$ cat src/rtl/cdr_pkg.sv
`default_nettype none
// ============================================================================
//  Module      : cdr_pkg
//  Description : Shared constants and types for the bang-bang chip clock/data
//                recovery loop (ZigBee O-QPSK/MSK receiver, 2 Mchip/s).
//  Revision    : 1.0  initial release
// ============================================================================
package cdr_pkg;

    localparam int DEF_CHIP_CLKS   = 25;  // 50 MHz cycles per 500 ns chip
    localparam int DEF_SYNC_STAGES = 2;   // i_phase synchronizer depth
    localparam int DEF_LOCK_TOL    = 2;   // |e| bound for a "good" edge
    localparam int DEF_LOCK_EDGES  = 8;   // good edges in a row to declare lock

    typedef logic signed [4:0] phase_err_t;
    typedef logic        [4:0] cnt_t;

    typedef enum logic [1:0] {
        ST_UNLOCKED = 2'd0,
        ST_TRACKING = 2'd1,
        ST_LOCKED   = 2'd2
    } lock_state_t;

endpackage
`default_nettype wire

$ cat src/rtl/cdr_edge_det.sv
`default_nettype none
// ============================================================================
//  Module      : cdr_edge_det
//  Description : Multi-flop synchronizer for the asynchronous phase decision
//                followed by a one-cycle XOR transition detector.
//  Revision    : 1.0  initial release
// ============================================================================
module cdr_edge_det
    import cdr_pkg::*;
#(
    parameter int SYNC_STAGES = DEF_SYNC_STAGES
) (
    input  logic i_clk,
    input  logic i_rst,
    input  logic i_phase,
    output logic o_ps,
    output logic o_edge
);

    logic [SYNC_STAGES-1:0] r_sync;
    logic                   r_ps_d;

    // Shift i_phase through the synchronizer and keep one delayed copy of ps
    always_ff @(posedge i_clk or negedge i_rst) begin
        if (!i_rst) begin
            r_sync <= '0;
            r_ps_d <= 1'b0;
        end else begin
            r_sync <= {r_sync[SYNC_STAGES-2:0], i_phase};
            r_ps_d <= r_sync[SYNC_STAGES-1];
        end
    end

    assign o_ps   = r_sync[SYNC_STAGES-1];
    assign o_edge = r_sync[SYNC_STAGES-1] ^ r_ps_d;

endmodule
`default_nettype wire

$ cat src/rtl/cdr.sv
`default_nettype none
// ============================================================================
//  Module      : cdr
//  Description : Bang-bang chip clock/data recovery. A modulo-CHIP_CLKS phase
//                counter is nudged one cycle per accepted transition, the
//                synchronized chip is sampled mid-chip, and a lock FSM counts
//                consecutive small-error transitions.
//  Revision    : 1.0  initial release
// ============================================================================
module cdr
    import cdr_pkg::*;
#(
    parameter int CHIP_CLKS   = DEF_CHIP_CLKS,
    parameter int SYNC_STAGES = DEF_SYNC_STAGES,
    parameter int LOCK_TOL    = DEF_LOCK_TOL,
    parameter int LOCK_EDGES  = DEF_LOCK_EDGES
) (
    input  logic       i_clk,
    input  logic       i_rst,
    input  logic       i_phase,
    input  logic       i_flag,
    output logic       o_data,
    output logic       o_valid,
    output logic       o_lock,
    output logic [4:0] o_phase_err
);

    localparam int HALF_CHIP = CHIP_CLKS / 2;
    localparam int LC_W      = $clog2(LOCK_EDGES + 1);

    typedef logic [LC_W-1:0] lcnt_t;

    logic        w_ps;
    logic        w_edge;
    cnt_t        r_cnt;
    cnt_t        w_cnt_inc1;
    cnt_t        w_cnt_inc2;
    cnt_t        w_cnt_nxt;
    phase_err_t  w_err;
    phase_err_t  r_perr;
    logic        w_accept;
    logic        w_good;
    logic        w_cross;
    logic        r_data;
    logic        r_valid;
    lcnt_t       r_lock_cnt;
    lock_state_t r_state;
    lock_state_t w_state_nxt;

    cdr_edge_det #(
        .SYNC_STAGES (SYNC_STAGES)
    ) u_edge_det (
        .i_clk   (i_clk),
        .i_rst   (i_rst),
        .i_phase (i_phase),
        .o_ps    (w_ps),
        .o_edge  (w_edge)
    );

    // Phase error of the current counter position and the resulting next count
    always_comb begin
        w_err = phase_err_t'(r_cnt);
        if (r_cnt > cnt_t'(HALF_CHIP)) begin
            w_err = phase_err_t'(int'(r_cnt) - CHIP_CLKS);
        end
        w_accept   = w_edge & ~i_flag;
        w_good     = (w_err <= phase_err_t'(LOCK_TOL)) && (w_err >= -phase_err_t'(LOCK_TOL));
        w_cnt_inc1 = (r_cnt == cnt_t'(CHIP_CLKS - 1)) ? '0 : r_cnt + cnt_t'(1);
        w_cnt_inc2 = (r_cnt >= cnt_t'(CHIP_CLKS - 2)) ? r_cnt - cnt_t'(CHIP_CLKS - 2)
                                                       : r_cnt + cnt_t'(2);
        w_cnt_nxt  = w_cnt_inc1;
        if (w_accept && !w_err[4] && (w_err != '0)) begin
            w_cnt_nxt = r_cnt;          // counter ahead: lose one cycle
        end else if (w_accept && w_err[4]) begin
            w_cnt_nxt = w_cnt_inc2;     // counter behind: gain one cycle
        end
        // Fire once when the count leaves the lower half, whatever step it took
        w_cross = (r_cnt <= cnt_t'(HALF_CHIP)) && (w_cnt_nxt > cnt_t'(HALF_CHIP));
    end

    // Phase counter register
    always_ff @(posedge i_clk or negedge i_rst) begin
        if (!i_rst) begin
            r_cnt <= '0;
        end else begin
            r_cnt <= w_cnt_nxt;
        end
    end

    // Mid-chip sampler
    always_ff @(posedge i_clk or negedge i_rst) begin
        if (!i_rst) begin
            r_data  <= 1'b0;
            r_valid <= 1'b0;
        end else begin
            r_valid <= w_cross;
            if (w_cross) begin
                r_data <= w_ps;
            end
        end
    end

    // Error report and consecutive-good-edge counter, updated on accepted edges only
    always_ff @(posedge i_clk or negedge i_rst) begin
        if (!i_rst) begin
            r_perr     <= '0;
            r_lock_cnt <= '0;
        end else if (w_accept) begin
            r_perr <= w_err;
            if (!w_good) begin
                r_lock_cnt <= '0;
            end else if (r_lock_cnt != lcnt_t'(LOCK_EDGES)) begin
                r_lock_cnt <= r_lock_cnt + lcnt_t'(1);
            end
        end
    end

    // Lock state register
    always_ff @(posedge i_clk or negedge i_rst) begin
        if (!i_rst) begin
            r_state <= ST_UNLOCKED;
        end else begin
            r_state <= w_state_nxt;
        end
    end

    // Lock next state: a bad edge drops lock at once, otherwise follow lock_cnt
    always_comb begin
        w_state_nxt = r_state;
        if (w_accept && !w_good) begin
            w_state_nxt = ST_UNLOCKED;
        end else if (r_lock_cnt == lcnt_t'(LOCK_EDGES)) begin
            w_state_nxt = ST_LOCKED;
        end else if (r_lock_cnt == '0) begin
            w_state_nxt = ST_UNLOCKED;
        end else begin
            w_state_nxt = ST_TRACKING;
        end
    end

    assign o_data      = r_data;
    assign o_valid     = r_valid;
    assign o_lock      = (r_state == ST_LOCKED);
    assign o_phase_err = r_perr;

endmodule
`default_nettype wire

$ cat config.mk
export PLATFORM = sky130hd
export DESIGN_NAME = cdr
export DESIGN_NICKNAME = d
export VERILOG_FILES = /design/src/rtl/cdr_pkg.sv /design/src/rtl/cdr_edge_det.sv /design/src/rtl/cdr.sv
export SDC_FILE = /design/constraint.sdc
export NUM_CORES = 1
export LEC_CHECK = 0
export ABC_CLOCK_PERIOD_IN_PS = 5900
export CAP_MARGIN = 20
export CELL_PAD_IN_SITES_DETAIL_PLACEMENT = 1
export CELL_PAD_IN_SITES_GLOBAL_PLACEMENT = 1
export CORE_MARGIN = 1
export CORE_UTILIZATION = 47
export DETAILED_ROUTE_END_ITERATION = 8
export MAX_ROUTING_LAYER = met4
export PLACE_DENSITY = 0.9
export SYNTH_ARGS = -nofsm -noshare
export SYNTH_HDL_FRONTEND = slang
export SYNTH_SLANG_ARGS = --single-unit
export TNS_END_PERCENT = 5
$ cat constraint.sdc
create_clock -name i_clk -period 5.9 [get_ports i_clk]
set_clock_uncertainty 0.2 [all_clocks]
set_input_delay 1.77 -clock i_clk [delete_from_list [all_inputs] [get_ports i_clk]]
set_output_delay 1.77 -clock i_clk [all_outputs]
set_load 0.05 [all_outputs]
; After elaboration in Yosys (flattened, before gate mapping)
; Cells that the tools add are included.
[op_classes]
mul = 0
shift = 0
n_bitwise = 3
reduce_logical = 11
n_eq_ne = 5
muxes = 10
n_lt_le_gt_ge = 6
addsub = 5
div_mod_pow = 0
[ops]
columns = operator, n
row1 = 5-bit two-way mux, 5
row2 = 5-bit by 4-bit > comparator with 1-bit output (second input constant), 2
row3 = 5-bit subtractor (second input constant), 2
row4 = 4-bit two-way mux, 2
row5 = 1-bit logical AND, 6
row6 = 5-bit by 1-bit adder with 5-bit output (second input constant), 1
row7 = 5-bit by 2-bit adder with 5-bit output (second input constant), 1
row8 = 5-bit equality test (second input constant), 1
row9 = 5-bit by 2-bit >= comparator with 1-bit output (second input constant), 1
row10 = 5-bit >= comparator (second input constant), 1
row11 = 5-bit by 3-bit <= comparator with 1-bit output (second input constant), 1
row12 = 5-bit by 4-bit <= comparator with 1-bit output (second input constant), 1
row13 = 5-bit nonzero test, 1
row14 = 4-bit by 1-bit adder with 4-bit output (second input constant), 1
row15 = 4-bit equality test (second input constant), 1
row16 = 4-bit zero test, 1
row17 = 2-bit two-way mux, 2
row18 = 4-bit != test (second input constant), 1
row19 = 2-bit equality test (second input constant), 1
row20 = 1-bit zero test, 2
row21 = 2-bit by 1-bit != test with 1-bit output (second input constant), 1
row22 = 2-bit AND reduction, 1
row23 = 1-bit bitwise AND, 1
row24 = 1-bit two-way mux, 1
row25 = other kinds (2), 2
[totals]
n_memories = 0
latch_bits = 0
mem_bits_ro = 0
mem_bits_rw = 0
wordCells = 48
register_bits = 21

; Logic depth before layout (Yosys ltp)
; Gate-level depths: netlist (run 1).
[depth]
depth_word = 8
mapped_depth = 12
ltp_nobuf = 11

; By module
; From an unflattened synthesis (run 1), not the netlist that was laid out.
[hier_totals]
hier_cells = 160
area_unflattened_um2 = 1471.4
[modules_own_cells]
columns = mod, cells_each, area_each_um2, instances
row1 = cdr, 156, 1387.6, 1
row2 = cdr_edge_det, 4, 83.8, 1

; Least setup slack after synthesis (run 1)
; No wires, ideal clock.
[synth_path]
kind = input port to flip-flop
start = input i_flag
end = register r_data (netlist: o_data)
required_time_ns = 5.573
arrival_time_ns = 3.475
setup_slack_ns = 2.097
setup_ns = 0.127
path_buffers = 1
path_stages = 7
path_cell_list = nand2b_1 > buf_1 > a311oi_4 > or4_4 > a311oi_2 > o21a_2 > mux2_1
[synth_via]
elab_chain_len = 7
word_cells_on_any_way = 9
classes_between = order compare: 1 / mux: 2 / bitwise: 2 / reduce/logical: 4
[synth_lines]
columns = element, line_no
row1 = start: declaration, cdr.sv:21  ; input logic i_flag,
row2 = 1-bit inverter *, cdr.sv:66  ; w_accept = w_edge & ~i_flag;
row3 = 1-bit bitwise AND *, cdr.sv:66
row4 = 1-bit logical AND (on tied branches), "cdr.sv:74, cdr.sv:72"
row5 = 5-bit two-way mux / 1-bit logical AND (equally long branches), "cdr.sv:74, cdr.sv:72"
row6 = 5-bit two-way mux *, cdr.sv:72  ; if (w_accept && !w_err[4] && (w_err != '0)) begin
row7 = 5-bit by 4-bit > comparator with 1-bit output *, cdr.sv:78  ; w_cross = (r_cnt <= cnt_t'(HALF_CHIP)) && (w_cnt_nxt > cnt_t'(HALF_CHIP));
row8 = 1-bit logical AND *, cdr.sv:78
row9 = net w_cross, cdr.sv:43  ; logic w_cross;
row10 = end signal: assignment, cdr.sv:98  ; r_data <= w_ps;
row11 = end: declaration, cdr.sv:44  ; logic r_data;
; The timed path passes the listed nets; every way through them passes the cells marked *.
; A chain may end at the register's enable or synchronous reset.

; Worst setup path after layout (run 1)
; Same ends and word-level chain as after synthesis.

==> results of run 1 <==
[flip-flops by register name, indices dropped and copies added, names as in the netlist]
register / flops
o_data: 1
o_phase_err: 5
r_state: 2
r_cnt: 5
u_edge_det.r_sync: 2
o_valid: 1
r_lock_cnt: 4
u_edge_det.r_ps_d: 1
[layer usage]
layer,wire [um],share of wire,vias up,global-route usage
met4,7,0.0024,0,0.02143
met5,0,0,-,-
met1,1321,0.45,527,0.2538
met2,1494,0.51,27,0.3821
li1,-,-,517,-
met3,107,0.037,2,0.05152
[cells by family (layout without fill, tap and decap cells)]
family,after synthesis,count (layout),share of synthesized area
XOR/XNOR,2,2,0.01301
AO/OA/AOI/OAI,46,46,0.2825
buffers and inverters,17,26,0.05762
flip-flops,21,21,0.3903
adder cells (fa/ha/maj),8,8,0.07435
AND/OR/NAND/NOR,41,41,0.1506
multiplexers,4,4,0.03160
[power by group]
part / total, mW / switching [mW] / internal, mW / leakage (nW)
Sequential: 0.270 / 0.0764 / 0.193 / 0.264
Combinational: 0.573 / 0.355 / 0.218 / 0.355
Clock: 0.0661 / 0.0408 / 0.0253 / 0.0177
[per-stage QoR]
| step | instances | cell area [sq um] | hold slack, ns |
|---|---|---|---|
| after floorplan | 139 | 1346 | 0.1312 |
| after global placement | 175 | 1463 | 0.1371 |
| after detailed placement | 175 | 1463 | 0.1356 |
| after CTS | 179 | 1490 | 0.1633 |
| after global routing | 179 | 1490 | 0.1785 |
| final | 179 | 1490 | 0.1580 |
[worst max-delay path by stage]
stage	from	endpoint	depth (start not counted)
floorplan	i_flag	o_data	7
global placement	i_flag	o_data	8
detailed placement	i_flag	o_data	8
CTS	i_flag	o_data	8
global route	i_flag	o_data	8
finish	i_flag	o_data	8
[final cells by class]
cell class              instances  area (sq um)
flip-flops and latches         21         525.5
well taps                      31         38.79
multi-input cells             101         743.2
repair buffers                 12         117.6
inverters                      10         37.54
clock inverters                 1         5.005
fillers                       321          1244
clock buffers                   3         22.52
[cells in the final DEF (no fill, tap or decap), types with 2 or more instances in the layout]
cell,Yosys,layout
clkdlybuf4s50_1,0,11
a222oi_1,2,2
nor2b_1,5,5
nand3_1,3,3
nand2_1,20,20
o21a_1,2,2
dfrtp_1,21,21
a211oi_1,2,2
a31oi_1,3,3
ha_1,8,8
clkbuf_4,0,3
inv_2,2,2
inv_1,8,8
a21oi_1,4,4
a32oi_1,2,2
nor2_1,6,6
o21ai_0,14,14
mux2i_1,2,2
==> out/metrics.yaml, run 1 <==
outcome:
  status: "completed"
timing:
  slew_headroom: 0.4067
  min_period_over_period: 0.7022
  fin_ws_ns: 1.757
  hold_viol: 0
  setup_viol: 0
  setup_tns_ns: 0
  worstMarginPinSlew_ns: 0.8871
  fin_crit_ns: 4.143
  fmax_mhz: 241.4
  rsz0062_at_grt: "false"
  final_max_slew_viol_count: 0
yosys:
  ys_async_sr_fraction: 1.000
  synth.distinct_cells: 49
  netlist.top_cell.by_area: "dfrtp_1"
  ys_ff_latch: 21
  yosysMostFrequentCell: "dfrtp_1"
  seq_area_frac_synth: 0.3903
  syn_avg_cell_area_sq_um: 9.686
  synth_edf_count: 0
  syn_nets: 151
  ys.warnings.count: 0
  ys.flop_type: "dfrtp_1"
  yosys-top-cells-count: "21 x dfrtp_1, 20 x nand2_1, 14 x o21ai_0, 8 x ha_1, 8 x inv_1"
  synth_area_sq_um: 1346
  synth_area_leaders: "dfrtp_1 39%, ha_1 7.4%, nand2_1 5.6%, o21ai_0 5.2%, nor2b_1 2.3%"
  synthCells: 139
  synth_top_area_share: 0.3903
clock_tree:
  cts_buffers: 3
  cts_max_level: 1
  cts.clk_slew.worst_paths_ns: 0.11
  cts_hold_buf: 0
  cts.path.max_buffers: 2
  clock-sinks: 21
  cts_setup_buffers: 0
  clock_latency_ns: 0.30
  cts_tree: "yes"
  cts-root-buf: "clkbuf_4"
  cts_resized: 0
critical_path:
  critPathCaptureType: "flip-flop"
  worstPathArrival_ns: 4.14
  rrSetupSlack_ns: 2.26
  ff2ff_path_depth: 11
  crit_required_ns: 5.89
  worst-path-max-fanout: 10
  worstPathBufferInverterCount: 1
  crit_chain: "clkdlybuf4s50_1, nand2b_1, a311oi_4, o21ai_0, o21a_1, a311oi_2, o21a_2, mux2_1"
  start_kind: "input port"
  r2r_start: "r_cnt[2]"
  critPathSlowestCell: "a311oi_4"
  r2r-end: "o_data"
  critPathTopFamily: "compound AO/OA/AOI/OAI gates"
  max_stage_delay_ns: 0.55
  crit_type: "in -> reg"
global_routing:
  grt_max_degree: 22
  grt_remaining_overflow: 0
  gr-usage-all-layers: 0.2143
  grt_pass1_wl_um: 5037
  grt_pass1_vias: 1111
  antenna_found_initial: 0
route:
  vias: 1073
  wl_um: 2930
  antenna_left: 0
  drt-wirelength-per-cell_um: 16.37
  firstDrtPassIters: 4
  vias_per_cell: 5.994
  drt_iter0_markers: 31
  remaining_drc_errors: 0
floorplanning:
  die_x_um: 55.52
  row_count: 19
  die_y_um: 55.52
  die-area_sq_um: 3082
  coreArea_sq_um: 2734
  start_util: 0.4924
  pin_count: 12
worst_hold_path:
  hold_depth: 0
  hold_start: "u_edge_det.r_sync[0]"
  hold-path-endpoint: "u_edge_det.r_sync[1]"
  hold_class: "reg -> reg"
place:
  port_buffers: 11
  gp_congestion: 0.8855
  dp_hpwl_um: 2212
  place_ws_ns: 1.461
final_layout:
  drive_gt1_frac: 0.1216
  area_growth_pct: 10.69
  fin_nets: 161
  diodes: 0
  utilization: 0.5451
pwr:
  leakage_nw: 0.6369
  powerDensity_nw_per_um2: 609.6
  finalPower_uw: 908.4
  vdd_drop_max_v: 0.0005105
job:
  drv_cap: 0
(Power assumes the default switching activity.)
==> run 2, diff against run 1 <==
--- a/config.mk
+++ b/config.mk
@@ -5,15 +5,15 @@
 export SDC_FILE = /design/constraint.sdc
 export NUM_CORES = 1
 export LEC_CHECK = 0
-export ABC_CLOCK_PERIOD_IN_PS = 5900
+export ABC_CLOCK_PERIOD_IN_PS = 4300
 export CAP_MARGIN = 20
 export CELL_PAD_IN_SITES_DETAIL_PLACEMENT = 1
 export CELL_PAD_IN_SITES_GLOBAL_PLACEMENT = 1
 export CORE_MARGIN = 1
-export CORE_UTILIZATION = 47
+export CORE_UTILIZATION = 44
 export DETAILED_ROUTE_END_ITERATION = 8
 export MAX_ROUTING_LAYER = met4
-export PLACE_DENSITY = 0.9
+export PLACE_DENSITY = 0.85
 export SYNTH_ARGS = -nofsm -noshare
 export SYNTH_HDL_FRONTEND = slang
 export SYNTH_SLANG_ARGS = --single-unit
==> constraint.sdc (replaced) <==
create_clock -name i_clk -period 4.3 [get_ports i_clk]
set_clock_uncertainty 0.2 [all_clocks]
set_input_delay 1.29 -clock i_clk [delete_from_list [all_inputs] [get_ports i_clk]]
set_output_delay 1.29 -clock i_clk [all_outputs]
set_load 0.05 [all_outputs]
==> run 2 against run 1 <==
Net effect:
- the run now ends with design-rule violations left
- setup slack got worse by 1.1 ns
- critical endpoint unchanged
- sequential cell count is the same
- routed wire length is 4.3% higher
==> out/metrics.yaml, run 2 (synthesized netlist as in run 1, its figures left out) <==
clock_tree:
  cts_resized: 0
  cts_hold_buf: 0
  cts.clk_slew.worst_paths_ns: 0.13
  cts_setup_buffers: 0
  clock-sinks: 21
  cts_max_level: 1
  cts-root-buf: "clkbuf_4"
  clock_latency_ns: 0.31
  cts_tree: "yes"
  cts.path.max_buffers: 2
  cts_buffers: 3
pwr:
  vdd_drop_max_v: 0.0004409
  leakage_nw: 0.6456
  finalPower_mw: 1.252
  powerDensity_nw_per_um2: 826.3
route:
  remaining_drc_errors: 3
  antenna_left: 0
  wl_um: 3056
  firstDrtPassIters: 8
  drt_iter0_markers: 37
  vias: 1081
  drt-wirelength-per-cell_um: 16.88
  vias_per_cell: 5.972
final_layout:
  area_growth_pct: 12.55
  fin_nets: 163
  diodes: 0
  final_cell_mix: "21 x dfrtp_1, 20 x nand2_1, 14 x o21ai_0"
  multi_input_area_sq_um: 743.2
  nFillCells: 322
  seq_area_sq_um: 525.5
  layout_commonest_cell: "dfrtp_1"
  drive_gt1_frac: 0.1333
floorplanning:
  start_util: 0.4759
  coreArea_sq_um: 2829
  die_x_um: 57.32
  pin_count: 12
  die_y_um: 57.32
  row_count: 19
  die-area_sq_um: 3285
place:
  gp_congestion: 0.8421
  dp_hpwl_um: 2388
  port_buffers: 11
critical_path:
  crit_required_ns: 4.31
  worstPathArrival_ns: 3.68
  start_kind: "input port"
  rrSetupSlack_ns: 0.70
  crit_type: "in -> reg"
  worst-path-max-fanout: 9
  critPathCaptureType: "flip-flop"
timing:
  min_period_over_period: 0.8524
  rsz0062_at_grt: "false"
  fmax_mhz: 272.8
  hold_viol: 0
  whs_ns: 0.1657
  setup_viol: 0
  worstMarginPinSlew_ns: 0.5293
  setup_tns_ns: 0
  fin_crit_ns: 3.665
  slew_headroom: 0.6455
  final_max_slew_viol_count: 0
global_routing:
  gr-usage-all-layers: 0.2186
  grt_max_degree: 22
  antenna_found_initial: 0
  grt_remaining_overflow: 0
  grt_pass1_wl_um: 5230
  grt_pass1_vias: 1103
job:
  drv_cap: 0
worst_hold_path:
  hold_class: "reg -> reg"
outcome:
  status: "complete, but fails checks"
  violations: "design-rule violations"
==> run 2: critical path: stages <==
cell and delay (ns):
clkdlybuf4s50_1 0.42, nand2b_1 0.32, a221oi_2 0.48, o21ai_0 0.20, o22a_1 0.26, a311oi_2 0.21, o21a_2 0.17, mux2_1 0.32
==> run 2: through the flow <==
stage / utilization / worst slack (ns) / cell area (sq um) / std cells
floorplan: - / 0.9775 / 1346 / 139
global placement: 0.5197 / 0.4420 / 1470 / 176
detailed placement: 0.5197 / 0.2486 / 1470 / 176
CTS: 0.5303 / 0.6030 / 1500 / 180
global route: 0.5356 / 0.4386 / 1515 / 181
finish: 0.5356 / 0.6346 / 1515 / 181
==> run 2: worst paths after layout <==
check,from,to,depth (start not counted)
setup / recovery,i_flag,o_data,8
hold / removal,u_edge_det.r_sync[0],u_edge_det.r_sync[1],0
setup reg to reg,r_cnt[2],o_data,11
hold reg to reg,u_edge_det.r_sync[0],u_edge_det.r_sync[1],0
max in group asynchronous,i_rst,r_state[1],2
min in group asynchronous,i_rst,o_phase_err[3],1
==> run 2: cell type report <==
| class | count | share of cell area |
|---|---|---|
| Inverter | 10 | 0.02477 |
| Sequential cell | 21 | 0.3468 |
| Multi-Input combinational cell | 101 | 0.4905 |
| Clock buffer | 3 | 0.01486 |
| Tap cell | 31 | 0.02560 |
| Timing Repair Buffer | 14 | 0.09249 |
| Clock inverter | 1 | 0.004955 |
==> run 2: routing by layer <==
layer / global-route usage / routed length [um]
met4: 0.06272 / 42
met3: 0.04308 / 131
met1: 0.2507 / 1333
met5: - / 0
met2: 0.3866 / 1549
==> run 2: power breakdown <==
group	switching, mW	internal, mW
registers	0.102	0.265
clock network	0.0626	0.0355
logic	0.485	0.302
